**config.mk**
```make
export PLATFORM = sky130hd
export DESIGN_NAME = tri_side_loader
export DESIGN_NICKNAME = d
export VERILOG_FILES = /design/src/rtl/tri_side_loader.sv
export SDC_FILE = /design/constraint.sdc
export NUM_CORES = 1
export LEC_CHECK = 0
export BUFFER_PORTS_ARGS = -buffer_cell sky130_fd_sc_hd__buf_2
export CAP_MARGIN = 20
export CORE_UTILIZATION = 40
export DETAILED_ROUTE_END_ITERATION = 8
export PLACE_DENSITY = 0.67
export SYNTH_ARGS = -nofsm -noshare
export SYNTH_HDL_FRONTEND = slang
export SYNTH_SLANG_ARGS = --single-unit
```
**constraint.sdc**
```tcl
create_clock -name clock -period 2.85 [get_ports clock]
set_clock_uncertainty 0.05 [all_clocks]
set_input_delay 0.285 -clock clock [delete_from_list [all_inputs] [get_ports clock]]
set_output_delay 0.285 -clock clock [all_outputs]
set_load 0.03 [all_outputs]
```
**src/rtl/tri_side_loader.sv**
```systemverilog
// Serial side loader and result register for the combinational right-triangle checker.
// Holds three sides stable for one evaluation cycle, then presents ret/area downstream.
module tri_side_loader #(
  parameter int N     = 16,
  parameter int CNT_W = 16
) (
  input  logic               clock,
  input  logic               reset,
  input  logic               in_valid,
  output logic               in_ready,
  input  logic [N-1:0]       in_side,
  output logic [N-1:0]       tri_a,
  output logic [N-1:0]       tri_b,
  output logic [N-1:0]       tri_c,
  input  logic [2*N-2:0]     tri_area,
  input  logic               tri_ret,
  output logic               out_valid,
  input  logic               out_ready,
  output logic               out_ret,
  output logic [2*N-2:0]     out_area,
  output logic [CNT_W-1:0]   cnt_total,
  output logic [CNT_W-1:0]   cnt_right
);

  typedef enum logic [2:0] {
    LOAD_A = 3'd0,
    LOAD_B = 3'd1,
    LOAD_C = 3'd2,
    EVAL   = 3'd3,
    OUT    = 3'd4
  } state_t;

  localparam logic [CNT_W-1:0] CNT_ONE = {{(CNT_W-1){1'b0}}, 1'b1};

  // Counters stick at all-ones instead of wrapping.
  function automatic logic [CNT_W-1:0] sat_inc(input logic [CNT_W-1:0] v);
    return (&v) ? v : v + CNT_ONE;
  endfunction

  state_t             state_q, state_d;
  logic [N-1:0]       tri_a_q, tri_a_d;
  logic [N-1:0]       tri_b_q, tri_b_d;
  logic [N-1:0]       tri_c_q, tri_c_d;
  logic [2*N-2:0]     out_area_q, out_area_d;
  logic               out_ret_q, out_ret_d;
  logic [CNT_W-1:0]   cnt_total_q, cnt_total_d;
  logic [CNT_W-1:0]   cnt_right_q, cnt_right_d;
  logic               zero_flag;
  logic               ret_cap;

  // A zero side satisfies a^2+b^2=c^2 trivially but is not a triangle.
  assign zero_flag = (tri_a_q == '0) | (tri_b_q == '0) | (tri_c_q == '0);
  assign ret_cap   = tri_ret & ~zero_flag;

  always_comb begin
    state_d     = state_q;
    tri_a_d     = tri_a_q;
    tri_b_d     = tri_b_q;
    tri_c_d     = tri_c_q;
    out_area_d  = out_area_q;
    out_ret_d   = out_ret_q;
    cnt_total_d = cnt_total_q;
    cnt_right_d = cnt_right_q;
    in_ready    = 1'b0;
    out_valid   = 1'b0;
    case (state_q)
      LOAD_A: begin
        in_ready = 1'b1;
        if (in_valid) begin
          tri_a_d = in_side;
          state_d = LOAD_B;
        end
      end
      LOAD_B: begin
        in_ready = 1'b1;
        if (in_valid) begin
          tri_b_d = in_side;
          state_d = LOAD_C;
        end
      end
      LOAD_C: begin
        in_ready = 1'b1;
        if (in_valid) begin
          tri_c_d = in_side;
          state_d = EVAL;
        end
      end
      EVAL: begin
        out_area_d  = tri_area;
        out_ret_d   = ret_cap;
        cnt_total_d = sat_inc(cnt_total_q);
        if (ret_cap) cnt_right_d = sat_inc(cnt_right_q);
        state_d     = OUT;
      end
      OUT: begin
        out_valid = 1'b1;
        if (out_ready) state_d = LOAD_A;
      end
      default: state_d = LOAD_A;
    endcase
  end

  // Single register stage: FSM, held sides, captured result and statistics.
  always_ff @(posedge clock) begin
    if (reset) begin
      state_q     <= LOAD_A;
      tri_a_q     <= '0;
      tri_b_q     <= '0;
      tri_c_q     <= '0;
      out_area_q  <= '0;
      out_ret_q   <= 1'b0;
      cnt_total_q <= '0;
      cnt_right_q <= '0;
    end else begin
      state_q     <= state_d;
      tri_a_q     <= tri_a_d;
      tri_b_q     <= tri_b_d;
      tri_c_q     <= tri_c_d;
      out_area_q  <= out_area_d;
      out_ret_q   <= out_ret_d;
      cnt_total_q <= cnt_total_d;
      cnt_right_q <= cnt_right_d;
    end
  end

  assign tri_a     = tri_a_q;
  assign tri_b     = tri_b_q;
  assign tri_c     = tri_c_q;
  assign out_area  = out_area_q;
  assign out_ret   = out_ret_q;
  assign cnt_total = cnt_total_q;
  assign cnt_right = cnt_right_q;

endmodule

```
==> results.toml <==
[setup_path]
start_kind = "flip-flop"
path_cells = "and3b_1 > nand2_1 > nand4b_4 > or4b_2 > a21oi_1"
critPathArrivalTime_ns = 2.44
cp_max_fo = 28
path_class = "flip-flop to flip-flop"
slowest_stage = "or4b_2"
critical_path.max_stage_delay_ns = 0.71
required_ns = 3.12
worst_setup_path_end_kind = "flip-flop"

[synth]
postSynthNetCount = 636
syn_avg_cell_area_um2 = 7.96
synth_seq_cells = 115
ys_types = 37
synth-warning-count = 0
synth_edf_count = 0
yosysSeqAreaShare_pct = 49.7
synthArstFlopShare_pct = 0
ys.flop_type = "dfxtp_1"
syn-instance-count = 582
syn_area_um2 = 4630

[cells_and_area]
final_area_um2 = 6120
fin_cells = 893
drive_above_1_share_pct = 28.3
nets = 794
syn_to_final_growth_pct = 32.0
fillCellCount = 1023

[outcome]
status = "completed"

[clock_network]
clk_path_buf_depth = 2
clk_latency_ns = 0.41
cts-root-buf = "clkbuf_16"
clock-sinks = 115
clkTransAtPathRegs_ns = 0.05
cts_tree = "built"
cts_post_setup_buffers_inserted = 0
ctsHoldBuffers = 0
cts_buffers = 17
cts_repair_resize_count = 0
htreeDepth = 4

[place]
gp_congestion = 0.863
port_buffers = 165
placed_cells = 861
dp_hpwl_um = 8970
placed_cell_area_um2 = 5550

[pwr]
peakVddDrop_v = 0.000487
power_density_nw_per_um2 = 658
p_leak_uw = 0.00256
power.total_uw = 4030

[sta]
rsz0062_at_grt = "false"
fmax_mhz = 460
period_needed_ns = 2.17
setup_violations = 0
hold_ws_ns = 0.0673
period_share_pct = 76.2
totalNegativeSetupSlack_ns = 0
relSlewSlack_pct = 52.3
worstMarginPinSlew_ns = 0.715
hold_viol = 0
slew_violations = 0

[routing]
firstDrtPassIters = 5
wirelength_um = 12700
vias = 4627
wire_per_inst_um = 14.2
remaining_drc_errors = 0
vias_per_cell = 5.18
ant_nets = 0
first_iter_violations = 264

[floorplanning]
initial_core_util_pct = 41.8
chipHeight_um = 110
num_rows = 38
dieArea_um2 = 12000
core_area_um2 = 11100
fp.dieW_um = 110
io-pin-count = 166

[global_route]
antenna_found_initial = 1
grt_pass1_wl_um = 19500
first_global_vias = 4106
grt_overflow = 0
grt_max_degree = 71
grt_usage_pct = 21.3

[job]
cap_violations = 0

[hold_path]
hold_path_class = "input pin to flip-flop"
-- kinds of logic after synthesis --
logic type,synth area share (%)
xor gates and xnor gates,2.46
adders and majority gates,0.540
AOI/OAI and AO/OA,12.5
DFF,49.7
and+or+nand+nor,29.6
buffers and inverters,3.78
muxes,1.43
-- cell usage in the layout (no fill, tap or decap), drive strengths merged, types with 5 or more instances in the layout --
cell	Yosys	routed
nand2	177	177
buf	8	174
dfxtp	115	115
a21oi	97	97
nor2	26	26
clkbuf	27	21
nor4	20	20
nor3	13	13
nand3	12	12
xnor2	12	12
nand4	9	9
or3	8	8
nor2b	7	7
o31ai	7	7
or4	7	7
nand2b	6	6
clkinv	0	6
mux2	5	5
-- stage by stage --
stage               utilization, %  setup slack, ns
finish                        55.2            0.678
global route                  55.2            0.520
CTS                           55.2            0.680
detailed placement            50.1            0.720
global placement              50.1            0.783
floorplan                        -            0.662
-- cell type report --
cell class / count / area, um2 / share of cell area (%)
multi-input cells: 428 / 2160 / 35.3
well taps: 140 / 175 / 2.86
inverters: 4 / 15.0 / 0.245
clock inverters: 10 / 109 / 1.78
repair buffers: 174 / 896 / 14.6
diodes: 1 / 2.50 / 0.0409
flip-flops and latches: 115 / 2300 / 37.6
clock buffers: 21 / 460 / 7.53
-- critical path, delay by kind of cell (launching register included) --
family / cells / cell delay, ns
simple gates: 4 / 1.38
flops: 1 / 0.46
compound gates: 1 / 0.21
-- where the power goes --
group | leakage [uW] | switching [uW] | total, uW | internal (uW)
Combinational | 0.00135 | 219 | 320 | 100
Sequential | 0.000931 | 31.9 | 1680 | 1650
Clock | 0.000278 | 708 | 2030 | 1320
-- sequential cells by signal, summed over array words and instances, names as in the netlist --
| register | count |
|---|---|
| tri_a | 16 |
| cnt_total | 16 |
| tri_c | 16 |
| tri_b | 16 |
| cnt_right | 16 |
| out_area | 31 |
| state_q | 3 |
| out_ret | 1 |
-- synth_stat cells (2+ instances only) --
cell type	n	area, um2
nand2_1	177	664
dfxtp_1	115	2300
a21oi_1	97	485
clkbuf_1	27	101
nor2_1	26	97.6
nor4_1	20	125
nor3_1	13	65.1
nand3_1	12	60.1
xnor2_1	12	105
nand4_1	8	50.1
or3_1	8	50.1
nor2b_1	7	43.8
o31ai_1	7	52.6
nand2b_1	6	37.5
or4_1	6	45.0
buf_2	5	25.0
mux2_2	5	56.3
inv_1	4	15.0
buf_6	3	33.8
o21ai_0	3	15.0
ha_1	2	25.0
nor3b_1	2	15.0
o41ai_1	2	17.5
or4b_2	2	20.0
-- worst paths after layout --
path                                  start                   endpoint  slack (ns)  cells past startpoint
setup / recovery    state_q[0]$_SDFFE_PP0P_  cnt_right[5]$_SDFFE_PP0P_        0.68                      5
setup reg to reg    state_q[0]$_SDFFE_PP0P_  cnt_right[5]$_SDFFE_PP0P_        0.68                      5
hold reg to reg   out_area[12]$_SDFFE_PP0P_  out_area[12]$_SDFFE_PP0P_        0.40                      2
hold / removal                 tri_area[10]  out_area[10]$_SDFFE_PP0P_        0.07                      3
-- layer usage --
layer / part of all wire [%] / GRT usage [%] / up-vias
met5: 0 / 0 / -
met4: 1.1 / 9.62 / 0
met3: 8.4 / 7.23 / 10
met2: 48 / 34.7 / 197
met1: 43 / 25.3 / 2117
li1: - / - / 2303
No activity file was read; power rests on OpenSTA's default activity.
